File: config.mk
export PLATFORM = sky130hd
export DESIGN_NAME = renkon_conv_sched
export DESIGN_NICKNAME = d
export VERILOG_FILES = /design/src/rtl/renkon_pkg.sv /design/src/rtl/renkon_sched_delay.sv /design/src/rtl/renkon_conv_sched.sv
export SDC_FILE = /design/constraint.sdc
export NUM_CORES = 1
export LEC_CHECK = 0
export ABC_AREA = 0
export BUFFER_PORTS_ARGS = -buffer_cell sky130_fd_sc_hd__buf_2
export CAP_MARGIN = 20
export CORE_ASPECT_RATIO = 0.75
export CORE_MARGIN = 2
export CORE_UTILIZATION = 30
export CTS_BUF_LIST = sky130_fd_sc_hd__clkbuf_4 sky130_fd_sc_hd__clkbuf_8
export DETAILED_ROUTE_END_ITERATION = 12
export GPL_TIMING_DRIVEN = 0
export PLACE_DENSITY = 0.46
export SYNTH_ARGS = -nofsm -noshare
export SYNTH_HDL_FRONTEND = slang
export SYNTH_SLANG_ARGS = --single-unit
File: constraint.sdc
create_clock -name clk -period 2.8 [get_ports clk]
set_clock_uncertainty 0.1 [all_clocks]
set_input_delay 0.42 -clock clk [delete_from_list [all_inputs] [get_ports clk]]
set_output_delay 0.42 -clock clk [all_outputs]
set_load 0.01 [all_outputs]
File: src/rtl/renkon_pkg.sv
// -----------------------------------------------------------------------------
// renkon_pkg
//   Shared constants and types for the renkon core convolution scheduler.
//   DWIDTH : pixel/accumulator data width used by the datapath
//   LWIDTH : width of size, count and coordinate fields
//   FSIZE  : filter edge; the adder tree is FSIZE*FSIZE = 25 inputs wide
//   D_CONV : fixed latency of the convolution adder tree, in cycles
// -----------------------------------------------------------------------------
package renkon_pkg;

    localparam int DWIDTH = 16;
    localparam int LWIDTH = 10;
    localparam int FSIZE  = 5;
    localparam int D_CONV = 4;

    typedef enum logic [1:0] {
        S_IDLE  = 2'd0,
        S_RUN   = 2'd1,
        S_DRAIN = 2'd2,
        S_DONE  = 2'd3
    } state_t;

    // Tag that travels alongside each issued window through the tree latency.
    typedef struct packed {
        logic              first_ch;
        logic              last_ch;
        logic [LWIDTH-1:0] row;
        logic [LWIDTH-1:0] col;
    } dl_tag_t;

endpackage

File: src/rtl/renkon_sched_delay.sv
// -----------------------------------------------------------------------------
// renkon_sched_delay
//   Free-running valid/tag shift register that mirrors the adder-tree latency.
//   An entry presented on in_valid/in_tag appears on out_valid/out_tag exactly
//   DEPTH cycles later.
//   clk       : clock, rising edge
//   xrst      : asynchronous reset, active low
//   in_valid  : entry valid at the head of the line
//   in_tag    : WIDTH-bit tag carried with the entry
//   out_valid : valid at the tail (tap DEPTH)
//   out_tag   : tag at the tail
//   any_valid : at least one stage holds a valid entry
// -----------------------------------------------------------------------------
module renkon_sched_delay #(
    parameter int WIDTH = 8,
    parameter int DEPTH = 4
) (
    input  logic             clk,
    input  logic             xrst,
    input  logic             in_valid,
    input  logic [WIDTH-1:0] in_tag,
    output logic             out_valid,
    output logic [WIDTH-1:0] out_tag,
    output logic             any_valid
);

    logic [DEPTH-1:0] valid_q;
    logic [WIDTH-1:0] tag_q [DEPTH];

    always_ff @(posedge clk or negedge xrst) begin
        if (!xrst) begin
            valid_q <= '0;
            // NOTE: the tag stages are reset as well; the line is only a few
            // entries deep, and clean tags keep the coordinate outputs at 0
            // after reset instead of carrying stale values.
            for (int i = 0; i < DEPTH; i++) begin
                tag_q[i] <= '0;
            end
        end else begin
            // NOTE: non-blocking assignments make every stage take the value
            // its predecessor held before this edge, so order of the
            // statements below does not matter.
            valid_q[0] <= in_valid;
            tag_q[0]   <= in_tag;
            for (int i = 1; i < DEPTH; i++) begin
                valid_q[i] <= valid_q[i-1];
                tag_q[i]   <= tag_q[i-1];
            end
        end
    end

    assign out_valid = valid_q[DEPTH-1];
    assign out_tag   = tag_q[DEPTH-1];
    assign any_valid = |valid_q;

endmodule

File: src/rtl/renkon_conv_sched.sv
// -----------------------------------------------------------------------------
// renkon_conv_sched
//   Scheduler for the 5x5 convolution adder tree of one renkon core. On req it
//   walks every output position (row outer, col) and every input channel
//   (inner), issuing one window per unstalled cycle. Each issue is tracked
//   through the tree latency to drive the channel accumulator and to flag
//   finished output pixels; ack reports the end of the layer.
//   clk       : clock, rising edge
//   xrst      : asynchronous reset, active low
//   req       : start pulse, sampled only when idle
//   img_size  : input map edge (square), sampled with req
//   n_in      : input channel count, sampled with req
//   stall     : downstream not ready; suppresses issue only
//   busy      : high from accepted req until ack
//   ack       : one-cycle layer-done pulse
//   win_en    : window strobe to buffer/tree
//   win_row   : window top-left row
//   win_col   : window top-left col
//   win_ch    : input channel of the window
//   acc_clear : accumulator load (first channel of a position)
//   acc_en    : accumulator add (tree output valid)
//   out_valid : accumulator holds a finished output pixel
//   out_row   : row of the out_valid pixel
//   out_col   : col of the out_valid pixel
// -----------------------------------------------------------------------------
module renkon_conv_sched
    import renkon_pkg::*;
(
    input  logic              clk,
    input  logic              xrst,
    input  logic              req,
    input  logic [LWIDTH-1:0] img_size,
    input  logic [LWIDTH-1:0] n_in,
    input  logic              stall,
    output logic              busy,
    output logic              ack,
    output logic              win_en,
    output logic [LWIDTH-1:0] win_row,
    output logic [LWIDTH-1:0] win_col,
    output logic [LWIDTH-1:0] win_ch,
    output logic              acc_clear,
    output logic              acc_en,
    output logic              out_valid,
    output logic [LWIDTH-1:0] out_row,
    output logic [LWIDTH-1:0] out_col
);

    localparam logic [LWIDTH-1:0] FSIZE_W = LWIDTH'(FSIZE);
    localparam logic [LWIDTH-1:0] ONE_W   = LWIDTH'(1);

    state_t            state;
    logic [LWIDTH-1:0] pos_last;   // osize - 1
    logic [LWIDTH-1:0] ch_last;    // n_in - 1
    logic [LWIDTH-1:0] row;
    logic [LWIDTH-1:0] col;
    logic [LWIDTH-1:0] ch;
    logic              win_first;
    logic              win_last;

    dl_tag_t           win_tag;
    dl_tag_t           dl_tag;
    logic              dl_valid;
    logic              dl_any;

    assign win_tag = '{first_ch: win_first, last_ch: win_last,
                       row: win_row, col: win_col};

    // Mirrors the adder tree: the registered issue enters here and emerges
    // D_CONV cycles later, when the tree output for that window is valid.
    renkon_sched_delay #(
        .WIDTH ($bits(dl_tag_t)),
        .DEPTH (D_CONV)
    ) u_delay (
        .clk       (clk),
        .xrst      (xrst),
        .in_valid  (win_en),
        .in_tag    (win_tag),
        .out_valid (dl_valid),
        .out_tag   (dl_tag),
        .any_valid (dl_any)
    );

    assign acc_en    = dl_valid;
    assign acc_clear = dl_valid & dl_tag.first_ch;

    always_ff @(posedge clk or negedge xrst) begin
        if (!xrst) begin
            state     <= S_IDLE;
            busy      <= 1'b0;
            ack       <= 1'b0;
            win_en    <= 1'b0;
            win_row   <= '0;
            win_col   <= '0;
            win_ch    <= '0;
            win_first <= 1'b0;
            win_last  <= 1'b0;
            pos_last  <= '0;
            ch_last   <= '0;
            row       <= '0;
            col       <= '0;
            ch        <= '0;
        end else begin
            // Pulse outputs default low; only the states below raise them.
            ack    <= 1'b0;
            win_en <= 1'b0;

            case (state)
                S_IDLE: begin
                    // A req landing in the ack cycle belongs to the layer
                    // that just finished and is dropped.
                    if (req && !ack) begin
                        busy     <= 1'b1;
                        row      <= '0;
                        col      <= '0;
                        ch       <= '0;
                        pos_last <= img_size - FSIZE_W;
                        ch_last  <= n_in - ONE_W;
                        if (img_size < FSIZE_W || n_in == '0) begin
                            state <= S_DONE;
                        end else begin
                            state <= S_RUN;
                        end
                    end
                end

                S_RUN: begin
                    if (!stall) begin
                        win_en    <= 1'b1;
                        win_row   <= row;
                        win_col   <= col;
                        win_ch    <= ch;
                        win_first <= (ch == '0);
                        win_last  <= (ch == ch_last);
                        if (ch == ch_last) begin
                            ch <= '0;
                            if (col == pos_last) begin
                                col <= '0;
                                if (row == pos_last) begin
                                    row   <= '0;
                                    state <= S_DRAIN;
                                end else begin
                                    row <= row + ONE_W;
                                end
                            end else begin
                                col <= col + ONE_W;
                            end
                        end else begin
                            ch <= ch + ONE_W;
                        end
                    end
                end

                S_DRAIN: begin
                    // Once the issue register and the whole delay line are
                    // empty, the last tail entry has been turned into the
                    // out_valid that is on the output this cycle.
                    if (!win_en && !dl_any) begin
                        state <= S_DONE;
                    end
                end

                S_DONE: begin
                    ack   <= 1'b1;
                    busy  <= 1'b0;
                    state <= S_IDLE;
                end

                default: state <= S_IDLE;
            endcase
        end
    end

    // A finished pixel is flagged one cycle after its last channel is added.
    always_ff @(posedge clk or negedge xrst) begin
        if (!xrst) begin
            out_valid <= 1'b0;
            out_row   <= '0;
            out_col   <= '0;
        end else begin
            out_valid <= dl_valid & dl_tag.last_ch;
            if (dl_valid && dl_tag.last_ch) begin
                out_row <= dl_tag.row;
                out_col <= dl_tag.col;
            end
        end
    end

endmodule

==> results of run 1 <==
metrics by stage:
step / instances / hold WS (ns) / area, sq um / util
after floorplan: 577 / 0.0244 / 7600 / -
after global placement: 994 / 0.232 / 8420 / 0.338
after detailed placement: 995 / 0.235 / 8450 / 0.340
after CTS: 1028 / 0.0566 / 8850 / 0.355
after global routing: 1028 / 0.0791 / 8860 / 0.356
final: 1028 / 0.0931 / 8860 / 0.356
per-layer routing:
| metal | track usage | part of all wire |
|---|---|---|
| met1 | 0.172 | 0.52 |
| met2 | 0.173 | 0.43 |
| met3 | 0.0314 | 0.033 |
| met4 | 0.0361 | 0.0096 |
| met5 | 0 | 0 |
layout by cell type (no fill, tap or decap), types with 9 or more instances in the layout:
cell type,instances
xnor2_1,42
ha_1,12
nor3_1,9
nand2_1,47
mux2_2,48
clkbuf_8,20
nor2_1,22
o21ai_0,56
nand3_1,10
dfrtp_1,200
o31ai_1,11
buf_2,81
clkbuf_1,9
and3_1,13
inv_1,17
registers in the layout, summed over array words and instances (netlist names):
signal	count
u_delay.tag_q	66
u_delay.out_tag	22
ch	10
ch_last	10
col	10
out_col	10
out_row	10
pos_last	10
row	10
win_ch	10
win_col	10
win_row	10
u_delay.valid_q	4
state	2
ack	1
busy	1
out_valid	1
win_en	1
win_first	1
win_last	1
final cells by class:
| class | instances | area, sq um | area share |
|---|---|---|---|
| timing repair buffer | 81 | 443 | 0.0500 |
| multi-input combinational | 341 | 2430 | 0.275 |
| inverter | 17 | 63.8 | 0.00720 |
| sequential | 200 | 5000 | 0.565 |
| tap | 338 | 423 | 0.0477 |
| clock inverter | 11 | 104 | 0.0117 |
| buffer | 19 | 108 | 0.0121 |
| clock buffer | 21 | 283 | 0.0319 |
cell families (layout without fill, tap and decap cells):
| logic type | count (synthesis) | in the layout | synth area share |
|---|---|---|---|
| buffers and inverters | 36 | 149 | 0.0216 |
| xor gates and xnor gates | 50 | 50 | 0.0596 |
| and+or+nand+nor | 141 | 141 | 0.0934 |
| adders and majority gates | 12 | 12 | 0.0198 |
| muxes | 51 | 51 | 0.0751 |
| AOI/OAI and AO/OA | 87 | 87 | 0.0720 |
| DFF | 200 | 200 | 0.659 |
power by group through the flow:
stage / Clock (W) / Combinational, W / Sequential [W]
global placement: 0 / 0.00173 / 0.00386
CTS: 0.00186 / 0.00181 / 0.00381
detailed placement: 0 / 0.00180 / 0.00387
finish: 0.00177 / 0.00179 / 0.00380
floorplan: 0 / 0.00123 / 0.00376
global route: 0.00198 / 0.00204 / 0.00388
timing repair:
action / 4_1_cts / 5_1_grt
endpoints found under the hold margin: 99 / 0
endpoints found under the setup margin: 0 / 25
resized for setup: 0 / 7
hold buffers: 1 / 0
worst max-delay path by stage:
stage | endpoint | cells past startpoint | from | slack [ns]
after floorplan | col[7]$_DFFE_PN0P_ | 10 | state[1]$_DFFE_PN0P_ | 0.50
after global placement | out_col[2]$_DFFE_PN0P_ | 1 | xrst | -1.98
after detailed placement | win_row[8]$_DFFE_PN0P_ | 7 | state[1]$_DFFE_PN0P_ | 0.06
after CTS | win_row[3]$_DFFE_PN0P_ | 7 | state[1]$_DFFE_PN0P_ | 0.04
after global routing | col[7]$_DFFE_PN0P_ | 10 | state[1]$_DFFE_PN0P_ | 0.04
final | col[7]$_DFFE_PN0P_ | 10 | state[1]$_DFFE_PN0P_ | 0.25
cell usage after synthesis, types with 2 or more instances:
library cell,count,area share
a21oi_1,5,0.0033
nand2b_1,7,0.0058
nor2b_1,5,0.0041
buf_6,3,0.0044
nor3_1,9,0.0059
o31ai_4,2,0.0056
mux2_2,48,0.071
clkbuf_1,11,0.0054
o21ai_0,56,0.037
a31oi_1,3,0.0025
nand3_1,10,0.0066
xnor2_1,42,0.048
nor2_1,22,0.011
nand4b_1,2,0.0023
dfrtp_1,200,0.66
inv_1,17,0.0084
a21o_1,3,0.0030
or4_1,2,0.0020
xnor2_2,2,0.0043
or3_1,2,0.0016
ha_1,12,0.020
nand2_1,47,0.023
o41ai_2,2,0.0043
nand4_1,7,0.0058
and2_1,2,0.0016
xor2_1,6,0.0069
o31ai_1,11,0.011
and3_1,13,0.011
nor4_1,3,0.0025
mux2i_1,3,0.0040
buf_2,5,0.0033
critical path, cell delays in order, from the launching register on:
cell and delay, ns:
dfrtp_1 0.42, inv_1 0.13, ha_1 0.18, clkbuf_4 0.23, nor2_1 0.07, a211oi_2 0.20, clkbuf_4 0.25, nand2_2 0.14
or2_0 0.24, buf_2 0.18, o41ai_2 0.30
==> run summary, run 1 <==
Status = completed
Final ANT Viol Nets = 0
Reg2Reg Setup Slack = 0.25 ns
Maximum fanout along the worst path = 10
Layout area overhead = 16.6%
Min cycle time layout = 2.55 ns
CP Launch Type = register
DP Worst Slack = 0.0607 ns
Num CTS Buffers = 17
Hold EP = ch_last[0]$_DFFE_PN0P_
P_leak = 4.39 nW
Reg2reg path depth = 10
Layout cell share with drive strength beyond 1 = 0.264
Worst reg2reg path startpoint = state[1]$_DFFE_PN0P_
Setup-failing EPs final = 0
Row count = 50
Max VDD drop = 0.339 mV
Mapped Area = 7600 sq um
Vias = 4,454
Int Power = 0.00487 W
Final worst path period share = 0.912
Clock power share = 0.241
Worst rel slew slack = 0.508
Cell area power density = 829 nW/um^2
Arrival @ worst endpoint = 2.80 ns
Max Clk Rate = 0.392 GHz
Clock transition at path regs = 0.11 ns
HP Start = n_in[0]
Congestion Overflow GR = 0
Vias per cell = 4.33
First-pass GRT wire length = 24,900 microns
Clock Root Buffer = clkbuf_8
Final max-slew violation count = 0
Initial antenna violation count = 0
Fillers = 2,492
Total Power = 0.00735 W
Sequential area share after synthesis = 0.659
CP required = 3.05 ns
RSZ-0062 raised after global routing = false
Setup ws final = 0.248 ns
Ys flop type = dfrtp_1
Setup CP Type = reg2reg
Chip Height = 142 microns
Routed len/inst = 14.3 microns
Gr usage total = 0.118
Part of the power in registers = 0.516
Post-Syn Instances = 577
Worst slew pin tran = 0.737 ns
Fin nets = 713
Core box area = 24,900 sq um
Vias in the first global route = 4,656
Setup TNS = 0 ns
Die W = 188 microns
Iter 0 DRT Violations = 212
Dpl hpwl = 10,500 microns
Crit end category = register
Switch Pwr = 0.00248 W
YS warnings = 0
Avg Cell Area, Syn = 13.2 sq um
Synthesized net count = 613
Die Area = 26,600 sq um
Worst-Skew Late Latency = 0.46 ns
Distinct cells, synth = 46
IO Port Bufs = 79
Final estimated routing congestion in global placement = 0.757
Clock buffer depth = 2
Post-synthesis async set-or-reset flop share = 1.00
Largest net degree at the start of global routing = 102
Final WL = 14,700 microns
Max-cap viol count = 0
Postcts setup bufs = 0
Pre-antenna DRT Iters = 4
Fin. Hold Viols = 0
Switching share of power = 0.337
Post-synth EDFFs = 0
Antenna cells = 0
Sink Count = 200
Combinational share of power = 0.243
Reg2reg end = col[7]$_DFFE_PN0P_
# IOs = 80
Hold crit path type = in2reg
Synthesized flop and latch total = 200
Htree depth = 4
Drt drc = 0
Initial core utilization = 0.305
Worst Hold Depth = 2
CTS tree = done
No activity file was read; power rests on OpenSTA's default activity.
==> run 2, diff against run 1 <==
- PLACE_DENSITY: 0.46 -> 0.48
- clock period: 2.8 -> 2.3 ns (I/O delays scaled with it)
==> run 2 against run 1 <==
Final area is 2.6% higher. Sequential cell count stayed put. Critical path depth is 3 lower. Clock power is 25% higher. Hold slack worse by 0.022 ns. First-iteration DRC count is 7.5% higher. Register-to-register slack worse by 0.17 ns. Power is 27% higher. Combinational power is 41% higher. Non-clock buffer count is 14 higher. Largest cell class unchanged. Highest routed layer unchanged.
==> run summary, run 2 (synthesis results as in run 1) <==
Status = completed
Chip Height = 142 microns (unchanged)
Highest-delay cell along the critical path = dfrtp_2
Htree depth = 4 (unchanged)
Gr usage total = 0.119 (+0.000960)
Die W = 188 microns (unchanged)
Routed len/inst = 14.4 microns (+0.52%)
Setup TNS = 0 ns (unchanged)
Dpl hpwl = 10,600 microns (+0.50%)
Max Clk Rate = 0.450 GHz (+15%)
Largest delay share family, worst path = compound AO/OA/AOI/OAI gates
Initial antenna violation count = 0 (unchanged)
Switch Pwr = 0.00319 W (+29%)
# IOs = 80 (unchanged)
Fin nets = 727 (+2.0%)
Vias per cell = 4.34 (+0.25%)
Storage cell area = 5010 sq um (+0.15%)
Maximum fanout along the worst path = 8 (-2)
Clock power share = 0.236 (-0.005)
Crit end category = register
Commonest cells after routing, fill and taps aside = dfrtp_1 (194), buf_2 (79), o21ai_0 (56), mux2_2 (48), nand2_1 (47)
Final WL = 15,000 microns (+1.9%)
Worst-path cell chain = xnor2_1, nand4_1, o31ai_4, nand3_2, or2_1, buf_6, o41ai_2
Setup-failing EPs final = 0 (unchanged)
P_leak = 4.48 nW (+2.1%)
Final ANT Viol Nets = 0 (unchanged)
Final estimated routing congestion in global placement = 0.792 (+4.5%)
Layout cell share with drive strength beyond 1 = 0.304 (+0.0402)
Multi-input gate area = 2510 sq um (+2.9%)
IO Port Bufs = 79 (unchanged)
Most common cell after layout, fill and taps aside = dfrtp_1
CP Launch Type = register
Fillers = 2,473 (-0.76%)
CTS tree = done
Max-cap viol count = 0 (unchanged)
Min cycle time layout = 2.22 ns (-0.328 ns)
Layout area overhead = 19.7%
Clock transition at path regs = 0.11 ns (about the same)
Num CTS Buffers = 17 (unchanged)
Arrival @ worst endpoint = 2.49 ns (-0.31 ns)
Core box area = 24,900 sq um (unchanged)
Worst path max stage delay = 0.48 ns (+0.06 ns)
Cell area power density = 1030 nW/um^2 (+24%)
Pre-antenna DRT Iters = 4 (unchanged)
Initial core utilization = 0.305 (unchanged)
Reg2Reg Setup Slack = 0.08 ns (-0.17 ns)
Largest Register = u_delay.tag_q
Final max-slew violation count = 0 (unchanged)
Congestion Overflow GR = 0 (unchanged)
Layout Utilization = 0.365 (+0.00935)
Row count = 50 (unchanged)
Die Area = 26,600 sq um (unchanged)
Switching share of power = 0.341 (+0.00318)
First-pass GRT wire length = 24,900 microns (+0.16%)
Clock Root Buffer = clkbuf_8
Fin. Hold Viols = 0 (unchanged)
Clock buffer depth = 2 (unchanged)
Max FFs per register = 66 (unchanged)
Vias in the first global route = 4,653 (-0.064%)
Setup CP Type = reg2reg
Hold crit path type = in2reg
Iter 0 DRT Violations = 228 (+7.5%)
Sink Count = 200 (unchanged)
Largest net degree at the start of global routing = 105 (+2.9%)
Vias = 4,526 (+1.6%)
Final worst path period share = 0.967 (+0.0557)
Part of the power in registers = 0.495 (-0.021)
Worst rel slew slack = 0.513 (+0.00435)
Int Power = 0.00618 W (+27%)
CP required = 2.57 ns (-0.48 ns)
Combinational share of power = 0.269 (+0.026)
WP buf/inv = 1 (-3)
Worst slew pin tran = 0.731 ns (-0.00652 ns)
Worst-Skew Late Latency = 0.47 ns (about the same)
Drt drc = 0 (unchanged)
Antenna cells = 0 (unchanged)
Max VDD drop = 0.437 mV (+29%)
-- run 2: cell types whose count changed in the layout (fill, tap and decap cells not counted), sizes merged --
cell         delta
inv             +2
buf            +15
clkinv          -1
clkbuf          -4
dlygate4sd3     +2
-- run 2: layout make-up --
type / instances / share of cell area
clock inverters: 12 / 0.0142
plain buffers: 18 / 0.0128
inverters: 17 / 0.00702
clock buffers: 20 / 0.0296
repair buffers: 96 / 0.0634
well taps: 338 / 0.0465
flip-flops and latches: 200 / 0.551
multi-input cells: 341 / 0.276
-- run 2: worst paths after layout --
path,end,cells after the start,start
max in group asynchronous,col[0]$_DFFE_PN0P_,3,xrst
setup reg to reg,row[9]$_DFFE_PN0P_,7,ch[3]$_DFFE_PN0P_
hold reg to reg,u_delay.tag_q[42]$_DFF_PN0_,0,u_delay.tag_q[64]$_DFF_PN0_
min in group asynchronous,u_delay.tag_q[84]$_DFF_PN0_,2,xrst
hold / removal,pos_last[9]$_DFFE_PN0P_,3,img_size[9]
setup / recovery,row[9]$_DFFE_PN0P_,7,ch[3]$_DFFE_PN0P_
-- run 2: power by group through the flow --
stage	clock network, W	registers [W]	logic [W]
after floorplan	0	0.00458	0.00151
after global placement	0	0.00469	0.00210
after detailed placement	0	0.00472	0.00216
after CTS	0.00230	0.00464	0.00235
after global routing	0.00246	0.00473	0.00283
final	0.00221	0.00463	0.00252
-- run 2: per-stage QoR --
| stage | power (W) | instances | area [sq um] | setup WS (ns) | hold slack [ns] |
|---|---|---|---|---|---|
| CTS | 0.00929 | 1035 | 8960 | 0.00822 | 0.0406 |
| floorplan | 0.00609 | 577 | 7600 | 0.0461 | -0.0506 |
| finish | 0.00937 | 1042 | 9100 | 0.0753 | 0.0712 |
| detailed placement | 0.00688 | 995 | 8460 | -0.290 | 0.235 |
| global placement | 0.00679 | 994 | 8420 | -2.42 | 0.231 |
| global route | 0.0100 | 1042 | 9100 | -0.00793 | 0.0593 |
-- run 2: worst reg2reg max path: cells and delay by family, from the launching register on --
kind | cells | cell delay, ns
and+or+nand+nor | 3 | 0.61
xor gates and xnor gates | 1 | 0.16
buffers and inverters | 1 | 0.14
DFF | 1 | 0.48
AOI/OAI and AO/OA | 2 | 0.64
-- run 2: metal layers --
layer	global-route usage	vias to the layer above	share of wire
met1	0.176	2235	0.52
met3	0.0319	7	0.039
met5	0	-	0
met4	0.0385	0	0.0074
li1	-	2200	-
met2	0.170	84	0.43
-- run 2: repair_timing --
action,in CTS,in global routing
endpoints found under the hold margin,98,0
hold buffers,3,0
pin swaps,5,6
gates resized for setup,11,20
buffers inserted,6,7
cloned,0,0
setup endpoints to repair,41,38
==> run 3, diff against run 2 <==
--- a/config.mk
+++ b/config.mk
@@ -10,5 +10,5 @@
 export CAP_MARGIN = 20
 export CORE_ASPECT_RATIO = 0.75
-export CORE_MARGIN = 2
+export CORE_MARGIN = 4
 export CORE_UTILIZATION = 30
 export CTS_BUF_LIST = sky130_fd_sc_hd__clkbuf_4 sky130_fd_sc_hd__clkbuf_8
==> constraint.sdc (replaced) <==
create_clock -name clk -period 2.3 [get_ports clk]
set_clock_uncertainty 0.1 [all_clocks]
set_input_delay 0.23 -clock clk [delete_from_list [all_inputs] [get_ports clk]]
set_output_delay 0.23 -clock clk [all_outputs]
set_load 0.01 [all_outputs]
==> run 3 against run 2 <==
Hold slack worse by 0.036 ns. Via count grew 2.2%. Non-clock buffer count increased by 21.
==> run summary, run 3 (synthesis results as in run 1) <==
Core box area = 25,000 sq um (+0.25%)
Final Non-Filler Cells = 1,061 (+1.8%)
Worst slew pin tran = 0.700 ns (-0.0313 ns)
Storage cell area = 5020 sq um (about the same)
DP Worst Slack = -0.379 ns (-0.0886 ns)
Largest delay share family, worst path = compound AO/OA/AOI/OAI gates
Cells after DPL = 995 (unchanged)
Worst reg2reg path startpoint = ch[2]$_DFFE_PN0P_
RSZ-0062 raised after global routing = true
Highest-delay cell along the critical path = dfrtp_2
P_leak = 4.56 nW (+1.8%)
Vias in the first global route = 4,688 (+0.75%)
Worst-Skew Late Latency = 0.45 ns (-0.02 ns)
Worst rel slew slack = 0.531 (+0.0180)
Status = completed
Die W = 192 microns (+2.1%)
Max VDD drop = 0.396 mV (-9.5%)
Congestion Overflow GR = 0 (unchanged)
Crit end category = register
GR met2 Demand/Resource = 0.164 (-0.00633)
Largest net degree at the start of global routing = 110 (+4.8%)
Setup-failing EPs final = 0 (unchanged)
Part of the power in registers = 0.500 (+0.005)
Final max-slew violation count = 0 (unchanged)
Htree depth = 4 (unchanged)
Int Power = 0.00619 W (+0.27%)
Multi-input gate area = 2510 sq um (+0.20%)
Iter 0 DRT Violations = 252 (+11%)
Routed len/inst = 14.6 microns (+1.3%)
# IOs = 80 (unchanged)
Drt drc = 0 (unchanged)
Initial core utilization = 0.304 (-0.000765)
WP buf/inv = 2 (+1)
Worst-path cell chain = xnor2_1, nand4_1, o31ai_4, buf_4, nand2_4, or2_0, buf_4, o41ai_2
Fin nets = 748 (+2.9%)
Num CTS Buffers = 17 (unchanged)
Die Area = 28,000 sq um (+5.0%)
Pre-antenna DRT Iters = 4 (unchanged)
Chip Height = 146 microns (+2.8%)
CP required = 2.56 ns (about the same)
Setup ws final = 0.0831 ns (+0.00779 ns)
Dpl hpwl = 11,100 microns (+5.2%)
Switch Pwr = 0.00308 W (-3.5%)
Commonest cells after routing, fill and taps aside = dfrtp_1 (191), buf_2 (79), o21ai_0 (56), mux2_2 (48), nand2_1 (46)
Vias = 4,624 (+2.2%)
Worst path max stage delay = 0.45 ns (-0.03 ns)
Most common cell after layout, fill and taps aside = dfrtp_1
Arrival @ worst endpoint = 2.47 ns (-0.02 ns)
Maximum fanout along the worst path = 10 (+2)
Final worst path period share = 0.964 (-0.00339)
Hold_ws = 0.0351 ns (-0.0361 ns)
Antenna cells = 0 (unchanged)
Initial antenna violation count = 0 (unchanged)
Fillers = 2,423 (-2.0%)
Clock Root Buffer = clkbuf_8
First-pass GRT wire length = 25,100 microns (+0.50%)
CTS tree = done
Reg2reg end = col[7]$_DFFE_PN0P_
HP Start = n_in[4]
Stages on worst setup path = 8 (+1)
Layout area overhead = 21.5%
Crit. Startpoint = ch[2]$_DFFE_PN0P_
CP dominant cell by count = buf_4
Placed Area = 8460 sq um (unchanged)
GR peak layer = met2
Setup CP Type = reg2reg
Max FFs per register = 66 (unchanged)
Finished Cell Area = 9230 sq um (+1.5%)
Vias per cell = 4.36 (+0.34%)
IO Port Bufs = 79 (unchanged)
Clock transition at path regs = 0.09 ns (-0.02 ns)
Hold crit path type = in2reg
Final estimated routing congestion in global placement = 0.777 (-1.8%)
Met3 Track Usage GR = 0.0283 (-0.00361)
Reg2Reg Setup Slack = 0.08 ns (about the same)
Final WL = 15,500 microns (+3.1%)
M1 GR Usage = 0.164 (-0.0123)
Max-cap viol count = 0 (unchanged)
Worst Hold Depth = 3 (unchanged)
Min cycle time layout = 2.22 ns (-0.00779 ns)
Switching share of power = 0.332 (-0.00847)
Reg2reg path depth = 8 (+1)
Layout cell share with drive strength beyond 1 = 0.317 (+0.0128)
Clock power share = 0.229 (-0.007)
Hold EP = ch_last[4]$_DFFE_PN0P_
Fin. Hold Viols = 0 (unchanged)
Gr usage total = 0.113 (-0.00688)
Largest Register = u_delay.tag_q
Row count = 50 (unchanged)
Final ANT Viol Nets = 0 (unchanged)
Clock buffer depth = 2 (unchanged)
Sink Count = 200 (unchanged)
Combinational share of power = 0.271 (+0.002)
Max Clk Rate = 0.451 GHz (+0.35%)
Cell area power density = 1000 nW/um^2 (-2.5%)
CP Launch Type = register
-- run 3: cell count changes in the layout (fill, tap and decap cells not counted), moves of 3 or more --
cell / before / now
dlygate4sd3_1: 3 / 11
dfrtp_1: 194 / 191
dfrtp_2: 6 / 9
buf_4: 13 / 29
-- run 3: worst register-to-register path, cell delays in order, from the launching register on --
cell	delay (ns)
dfrtp_2	0.45
xnor2_1	0.16
nand4_1	0.20
o31ai_4	0.29
buf_4	0.17
nand2_4	0.08
or2_0	0.23
buf_4	0.18
o41ai_2	0.26
-- run 3: metal layers --
layer	share of wire	vias to the layer above
met2	0.45	77
met5	0	-
met1	0.50	2291
li1	-	2247
met3	0.037	9
met4	0.012	0
-- run 3: power groups by stage --
| stage | Sequential (W) | Combinational [W] | Clock, W |
|---|---|---|---|
| after floorplan | 0.00458 | 0.00151 | 0 |
| after global placement | 0.00470 | 0.00210 | 0 |
| after detailed placement | 0.00472 | 0.00218 | 0 |
| after CTS | 0.00465 | 0.00244 | 0.00223 |
| after global routing | 0.00473 | 0.00281 | 0.00237 |
| final | 0.00464 | 0.00251 | 0.00213 |
-- run 3: metrics by stage --
stage	setup TNS [ns]	total power, W	util
after CTS	0	0.00931	0.363
after global placement	-450.95	0.00680	0.337
after detailed placement	-10.48	0.00690	0.339
after floorplan	0	0.00609	-
final	0	0.00927	0.370
after global routing	-0.0133	0.00992	0.370
-- run 3: cell type report --
type	instances	area share
Clock buffer	19	0.0276
Buffer	17	0.0114
Multi-Input combinational cell	341	0.272
Tap cell	338	0.0458
Inverter	17	0.00691
Clock inverter	11	0.0123
Sequential cell	200	0.543
Timing Repair Buffer	118	0.0808
-- run 3: worst max-delay path by stage --
stage | to | slack [ns]
2_1_floorplan | col[7]$_DFFE_PN0P_ | 0.05
3_3_place_gp | ch[7]$_DFFE_PN0P_ | -2.23
3_5_place_dp | col[7]$_DFFE_PN0P_ | -0.38
4_1_cts | row[9]$_DFFE_PN0P_ | 0.02
5_1_grt | row[7]$_DFFE_PN0P_ | -0.008
6_report | col[7]$_DFFE_PN0P_ | 0.08
-- run 3: timing repair --
action                                 4_1_cts  5_1_grt
pin swaps                                    7        8
setup endpoints to repair                   42       17
hold buffers                                11        0
endpoints found under the hold margin      101        0
resized for setup                           15       17
setup buffers                                9       18
